<file path="config.mk">
export PLATFORM = sky130hd
export DESIGN_NAME = bram_port_arbiter
export DESIGN_NICKNAME = d
export VERILOG_FILES = /design/src/rtl/openip_rr_arbiter.sv /design/src/rtl/bram_port_arbiter.sv
export SDC_FILE = /design/constraint.sdc
export NUM_CORES = 1
export LEC_CHECK = 0
export ABC_CLOCK_PERIOD_IN_PS = 7900
export BUFFER_PORTS_ARGS = -buffer_cell sky130_fd_sc_hd__buf_2
export CORE_AREA = 5 5 174 176
export DETAILED_ROUTE_END_ITERATION = 7
export DIE_AREA = 0 0 179 181
export SLEW_MARGIN = 15
export SYNTH_ARGS = -nofsm -noshare
export SYNTH_HDL_FRONTEND = slang
export SYNTH_SLANG_ARGS = --single-unit
</file>
<file path="constraint.sdc">
create_clock -name clk -period 7.9 [get_ports clk]
set_clock_uncertainty 0.15 [all_clocks]
set_input_delay 1.58 -clock clk [delete_from_list [all_inputs] [get_ports clk]]
set_output_delay 1.58 -clock clk [all_outputs]
set_load 0.02 [all_outputs]
</file>
<file path="src/rtl/openip_rr_arbiter.sv">
// Round-robin arbiter with a registered priority pointer.
// Ports:
//   clk, rst       clock, synchronous active-high reset (pointer -> 0)
//   i_req[N]       request vector
//   i_advance      grant was taken this cycle; pointer moves past the winner
//   o_grant[N]     one-hot grant (zero when no request)
//   o_grant_idx    index of the granted requester (0 when no request)
module openip_rr_arbiter #(
  parameter int N = 2,
  localparam int IW = (N > 1) ? $clog2(N) : 1
) (
  input  logic          clk,
  input  logic          rst,
  input  logic [N-1:0]  i_req,
  input  logic          i_advance,
  output logic [N-1:0]  o_grant,
  output logic [IW-1:0] o_grant_idx
);

  logic [IW-1:0] r_ptr;
  logic [N-1:0]  w_grant;
  logic [IW-1:0] w_idx;
  logic          w_found;

  // (p + k) mod N for p < N and k <= N
  function automatic logic [IW-1:0] wrap_add(input logic [IW-1:0] p, input int k);
    int s;
    s = int'(p) + k;
    if (s >= N) s = s - N;
    return IW'(s);
  endfunction

  always_comb begin
    w_grant = '0;
    w_idx   = '0;
    w_found = 1'b0;
    for (int k = 0; k < N; k++) begin
      if (!w_found && i_req[wrap_add(r_ptr, k)]) begin
        w_found                    = 1'b1;
        w_idx                      = wrap_add(r_ptr, k);
        w_grant[wrap_add(r_ptr, k)] = 1'b1;
      end
    end
  end

  always_ff @(posedge clk) begin
    if (rst) begin
      r_ptr <= '0;
    end else if (i_advance && w_found) begin
      r_ptr <= wrap_add(w_idx, 1);
    end
  end

  assign o_grant     = w_grant;
  assign o_grant_idx = w_idx;

endmodule

</file>
<file path="src/rtl/bram_port_arbiter.sv">
// Shares one single-port BRAM (1-cycle read latency) between NUM_REQ
// requesters, one access per cycle, round-robin.
// Ports:
//   clk, rst                      clock, synchronous active-high reset
//   req_valid/req_ready[NUM_REQ]  request handshake (ready is the grant)
//   req_we/req_addr/req_wrdata    per-requester slices; req_we == 0 is a read
//   resp_valid/resp_ready         response handshake, one per accepted request
//   resp_rddata                   per-requester read data, stable while stalled
//   bram_*                        BRAM port
module bram_port_arbiter #(
  parameter int NUM_REQ    = 2,
  parameter int DATA_WIDTH = 64,
  parameter int ADDR_WIDTH = 12
) (
  input  logic                             clk,
  input  logic                             rst,
  input  logic [NUM_REQ-1:0]               req_valid,
  output logic [NUM_REQ-1:0]               req_ready,
  input  logic [NUM_REQ*DATA_WIDTH/8-1:0]  req_we,
  input  logic [NUM_REQ*ADDR_WIDTH-1:0]    req_addr,
  input  logic [NUM_REQ*DATA_WIDTH-1:0]    req_wrdata,
  output logic [NUM_REQ-1:0]               resp_valid,
  input  logic [NUM_REQ-1:0]               resp_ready,
  output logic [NUM_REQ*DATA_WIDTH-1:0]    resp_rddata,
  output logic                             bram_en,
  output logic [DATA_WIDTH/8-1:0]          bram_we,
  output logic [ADDR_WIDTH-1:0]            bram_addr,
  output logic [DATA_WIDTH-1:0]            bram_wrdata,
  input  logic [DATA_WIDTH-1:0]            bram_rddata
);

  localparam int STRB_WIDTH = DATA_WIDTH / 8;
  localparam int IDX_WIDTH  = (NUM_REQ > 1) ? $clog2(NUM_REQ) : 1;

  if (DATA_WIDTH % 8 != 0) begin : g_bad_width
    $fatal(1, "bram_port_arbiter: DATA_WIDTH must be a multiple of 8");
  end
  if (NUM_REQ < 2) begin : g_bad_num
    $fatal(1, "bram_port_arbiter: NUM_REQ must be at least 2");
  end

  logic [NUM_REQ-1:0]    r_resp_valid;
  logic [NUM_REQ-1:0]    r_latched;
  logic [DATA_WIDTH-1:0] r_hold [NUM_REQ];

  logic [NUM_REQ-1:0]    w_elig;
  logic [NUM_REQ-1:0]    w_grant;
  logic [IDX_WIDTH-1:0]  w_idx;
  logic                  w_bram_en;

  // Eligibility is masked during reset so no access is issued and no
  // response can be set up while the block is being cleared.
  assign w_elig = req_valid & (~r_resp_valid | resp_ready) & {NUM_REQ{~rst}};

  openip_rr_arbiter #(.N(NUM_REQ)) u_rr (
    .clk         (clk),
    .rst         (rst),
    .i_req       (w_elig),
    .i_advance   (w_bram_en),
    .o_grant     (w_grant),
    .o_grant_idx (w_idx)
  );

  assign w_bram_en   = |w_grant;
  assign req_ready   = w_grant;
  assign bram_en     = w_bram_en;
  assign bram_we     = w_bram_en ? req_we[w_idx*STRB_WIDTH +: STRB_WIDTH] : '0;
  assign bram_addr   = req_addr[w_idx*ADDR_WIDTH +: ADDR_WIDTH];
  assign bram_wrdata = req_wrdata[w_idx*DATA_WIDTH +: DATA_WIDTH];

  // A read in flight when reset lands must never surface as a response.
  assign resp_valid = r_resp_valid & {NUM_REQ{~rst}};

  always_ff @(posedge clk) begin
    if (rst) begin
      r_resp_valid <= '0;
      r_latched    <= '0;
    end else begin
      for (int i = 0; i < NUM_REQ; i++) begin
        if (w_grant[i]) begin
          // set wins over a simultaneous consume; new data is pass-through
          r_resp_valid[i] <= 1'b1;
          r_latched[i]    <= 1'b0;
        end else if (r_resp_valid[i] && resp_ready[i]) begin
          r_resp_valid[i] <= 1'b0;
          r_latched[i]    <= 1'b0;
        end else if (r_resp_valid[i] && !r_latched[i]) begin
          r_latched[i]    <= 1'b1;
        end
      end
    end
  end

  // Capture the BRAM output in the first stalled response cycle, before
  // another requester's access overwrites it.
  always_ff @(posedge clk) begin
    for (int i = 0; i < NUM_REQ; i++) begin
      if (r_resp_valid[i] && !r_latched[i] && !resp_ready[i]) begin
        r_hold[i] <= bram_rddata;
      end
    end
  end

  for (genvar g = 0; g < NUM_REQ; g++) begin : g_resp
    assign resp_rddata[g*DATA_WIDTH +: DATA_WIDTH] = r_latched[g] ? r_hold[g] : bram_rddata;
  end

endmodule

</file>
==> results.py <==
metrics = {
    "floorplanning": {
        "initial_core_util": 0.236,
        "rows": 62,
        "die_w_um": 179,
        "core_region_area_um2": 28500,
        "boundaryPins": 455,
        "dieArea_um2": 32400,
        "fp.dieH_um": 181,
    },
    "placed_design": {
        "dp_worst_setup_slack_ns": 2.33,
        "portBuffers": 454,
        "hpwl_um": 18600,
        "globalplace.congestion": 0.968,
    },
    "sta": {
        "hold_viol_final": 0,
        "finalSetupViolations": 0,
        "fmax_mhz": 179,
        "worstMarginPinSlew_ns": 1.03,
        "rsz0062_at_grt": "false",
        "tns_ns": 0,
        "period_minus_slack_ns": 5.60,
        "fin_crit_sh": 0.708,
        "slew_viol_final": 0,
        "slew_headroom": 0.310,
        "fin_ws_ns": 2.30,
    },
    "worst_setup_path": {
        "crit_slowest_cell": "nand2_4",
        "rrSetupSlack_ns": 5.52,
        "critPathMostFrequentCell": "buf_2",
        "crit_required_ns": 6.17,
        "r2r-end": "r_latched[1]",
        "cp-start-kind": "input pin",
        "cpPeakStageDelay_ns": 0.57,
        "critPathMaxFanout": 56,
        "worstReg2RegStart": "r_resp_valid[1]",
        "crit_type": "in -> out",
        "cp_cell_sequence": "buf_2 > nand2b_1 > and3b_2 > nand2_4 > buf_4 > mux2_2 > buf_2",
        "crit_path_end_kind": "primary output",
        "cp-startpoint": "resp_ready[1]",
        "rr_worst_depth": 5,
        "arrival_ns": 3.87,
    },
    "grt": {
        "grt_pass1_wl_um": 34900,
        "grt_max_degree": 67,
        "antenna_found_initial": 19,
        "grt_usage": 0.141,
        "overflow": 0,
        "grt_pass1_vias": 5374,
    },
    "route": {
        "wl_per_cell_um": 19.4,
        "dr_total_vias": 5278,
        "initialDrtViolationCount": 272,
        "drc_errors": 0,
        "viasPerCell": 4.21,
        "finalWirelength_um": 24400,
        "ant_nets": 0,
        "firstDrtPassIters": 5,
    },
    "cts": {
        "cts_buffer_depth": 2,
        "clkSlewWorstSetupHoldPaths_ns": 0.06,
        "cts_setup_buffers": 0,
        "cts_tree": "yes",
        "cts-root-buf": "clkbuf_16",
        "clkSinkCount": 133,
        "cts.repair.resized": 0,
        "htree_levels": 4,
        "cts_buffers": 17,
        "clk_latency_ns": 0.40,
        "cts-hold-fix-buffers": 0,
    },
    "synth": {
        "syn_avg_cell_area_um2": 17.1,
        "synth_top_cells_by_area": "edfxtp_1 (57%), mux2_2 (29%), mux2_4 (6.5%), dfxtp_1 (1.5%), a22o_1 (1.0%)",
        "synthesis.area_um2": 6720,
        "synth_top_area_frac": 0.572,
        "synth_edf_count": 128,
        "ys.flop_type": "edfxtp_1",
        "syn-num-nets": 632,
        "ys_warn_count": 0,
        "async_flop_share": 0,
        "synth.distinct_cells": 25,
        "ys_ff_latch": 133,
        "syn_inst": 394,
        "synth_seq_area_share": 0.587,
        "synth_top_area_cell": "edfxtp_1",
    },
    "outcome": {
        "status": "finished clean",
    },
    "layout": {
        "finish.utilization": 0.351,
        "layout_common_cells": "buf_2 (454), mux2_2 (175), edfxtp_1 (128), mux2_4 (29), clkbuf_16 (17)",
        "layout-drive-gt1-share": 0.813,
        "area_delta_synth_final_pct": 48.4,
        "layout.nets": 1085,
        "final_common_cell": "buf_2",
    },
    "hold_path": {
        "hold_end": "u_rr.r_ptr",
        "holdCritStartpoint": "u_rr.r_ptr",
        "hp-class": "reg -> reg",
        "hold_depth": 2,
    },
    "run": {
        "maxCapViolCount": 0,
    },
    "pwr": {
        "vdd_drop_max_mv": 0.131,
        "power.density_nw_per_um2": 207,
        "power_leakage_nw": 4.33,
    },
}
==> synthesized netlist by cell type, drive strengths merged (3+ instances only) <==
master / count
mux2: 204
edfxtp: 128
buf: 17
a22o: 8
clkbuf: 6
dfxtp: 5
nand2: 5
nor2: 4
a21oi: 3
nor2b: 3
==> registers in the layout, indices dropped and copies added, names as in the netlist <==
signal / flops
r_latched: 2
r_hold: 128
u_rr.r_ptr: 1
r_resp_valid: 2
==> area by class of cell <==
| class | count | area [um2] |
|---|---|---|
| fillers | 2869 | 18500 |
| repair buffers | 457 | 2290 |
| flip-flops and latches | 133 | 3950 |
| well taps | 384 | 480 |
| inverters | 2 | 7.51 |
| clock inverters | 15 | 163 |
| clock buffers | 17 | 425 |
| multi-input cells | 236 | 2630 |
| diodes | 10 | 25.0 |
==> critical path: cells and delay by family <==
| kind | cells | cell delay (ns) |
|---|---|---|
| buf+inv | 3 | 0.76 |
| mux | 1 | 0.39 |
| simple gates | 3 | 1.10 |
==> layer usage <==
layer,vias to the layer above,wire length (um),track usage,share of wire
met3,34,3150,0.0740,0.13
met4,12,338,0.0341,0.014
met1,2502,9970,0.177,0.41
li1,2484,-,-,-
met2,246,10800,0.215,0.44
met5,-,89,0,0.0037
==> cells by family after synthesis <==
group | Yosys count | share of synthesized area
AO/OA/AOI/OAI | 15 | 0.0175
AND/OR/NAND/NOR | 17 | 0.0141
flip-flops | 133 | 0.587
multiplexers | 204 | 0.358
buffers and inverters | 25 | 0.0240
==> how the worst max path moves through the flow <==
stage / cells past startpoint / end / slack [ns]
3_3_place_gp: 7 / bram_wrdata[5] / 2.40
3_5_place_dp: 7 / bram_wrdata[19] / 2.33
2_1_floorplan: 2 / r_hold[0][100] / 2.82
6_report: 7 / bram_wrdata[19] / 2.30
4_1_cts: 7 / bram_wrdata[5] / 2.33
5_1_grt: 7 / bram_wrdata[19] / 2.20
==> power by group <==
| part | total (mW) | internal, mW | switching (mW) | leakage (nW) |
|---|---|---|---|---|
| clock | 0.793 | 0.492 | 0.301 | 0.284 |
| combinational | 0.446 | 0.199 | 0.247 | 2.83 |
| sequential | 0.830 | 0.805 | 0.0256 | 1.22 |
| total | 2.07 | 1.50 | 0.574 | 4.33 |
==> stage by stage <==
stage	instances	total power [mW]	instance area, um2	hold slack, ns
6_report	1254	2.07	9980	0.349
3_5_place_dp	1212	1.30	9370	0.336
3_3_place_gp	1212	1.30	9370	0.337
5_1_grt	1248	2.16	9970	0.375
2_1_floorplan	394	1.11	6720	0.308
4_1_cts	1244	2.11	9960	0.351
No activity file was read; power rests on OpenSTA's default activity.
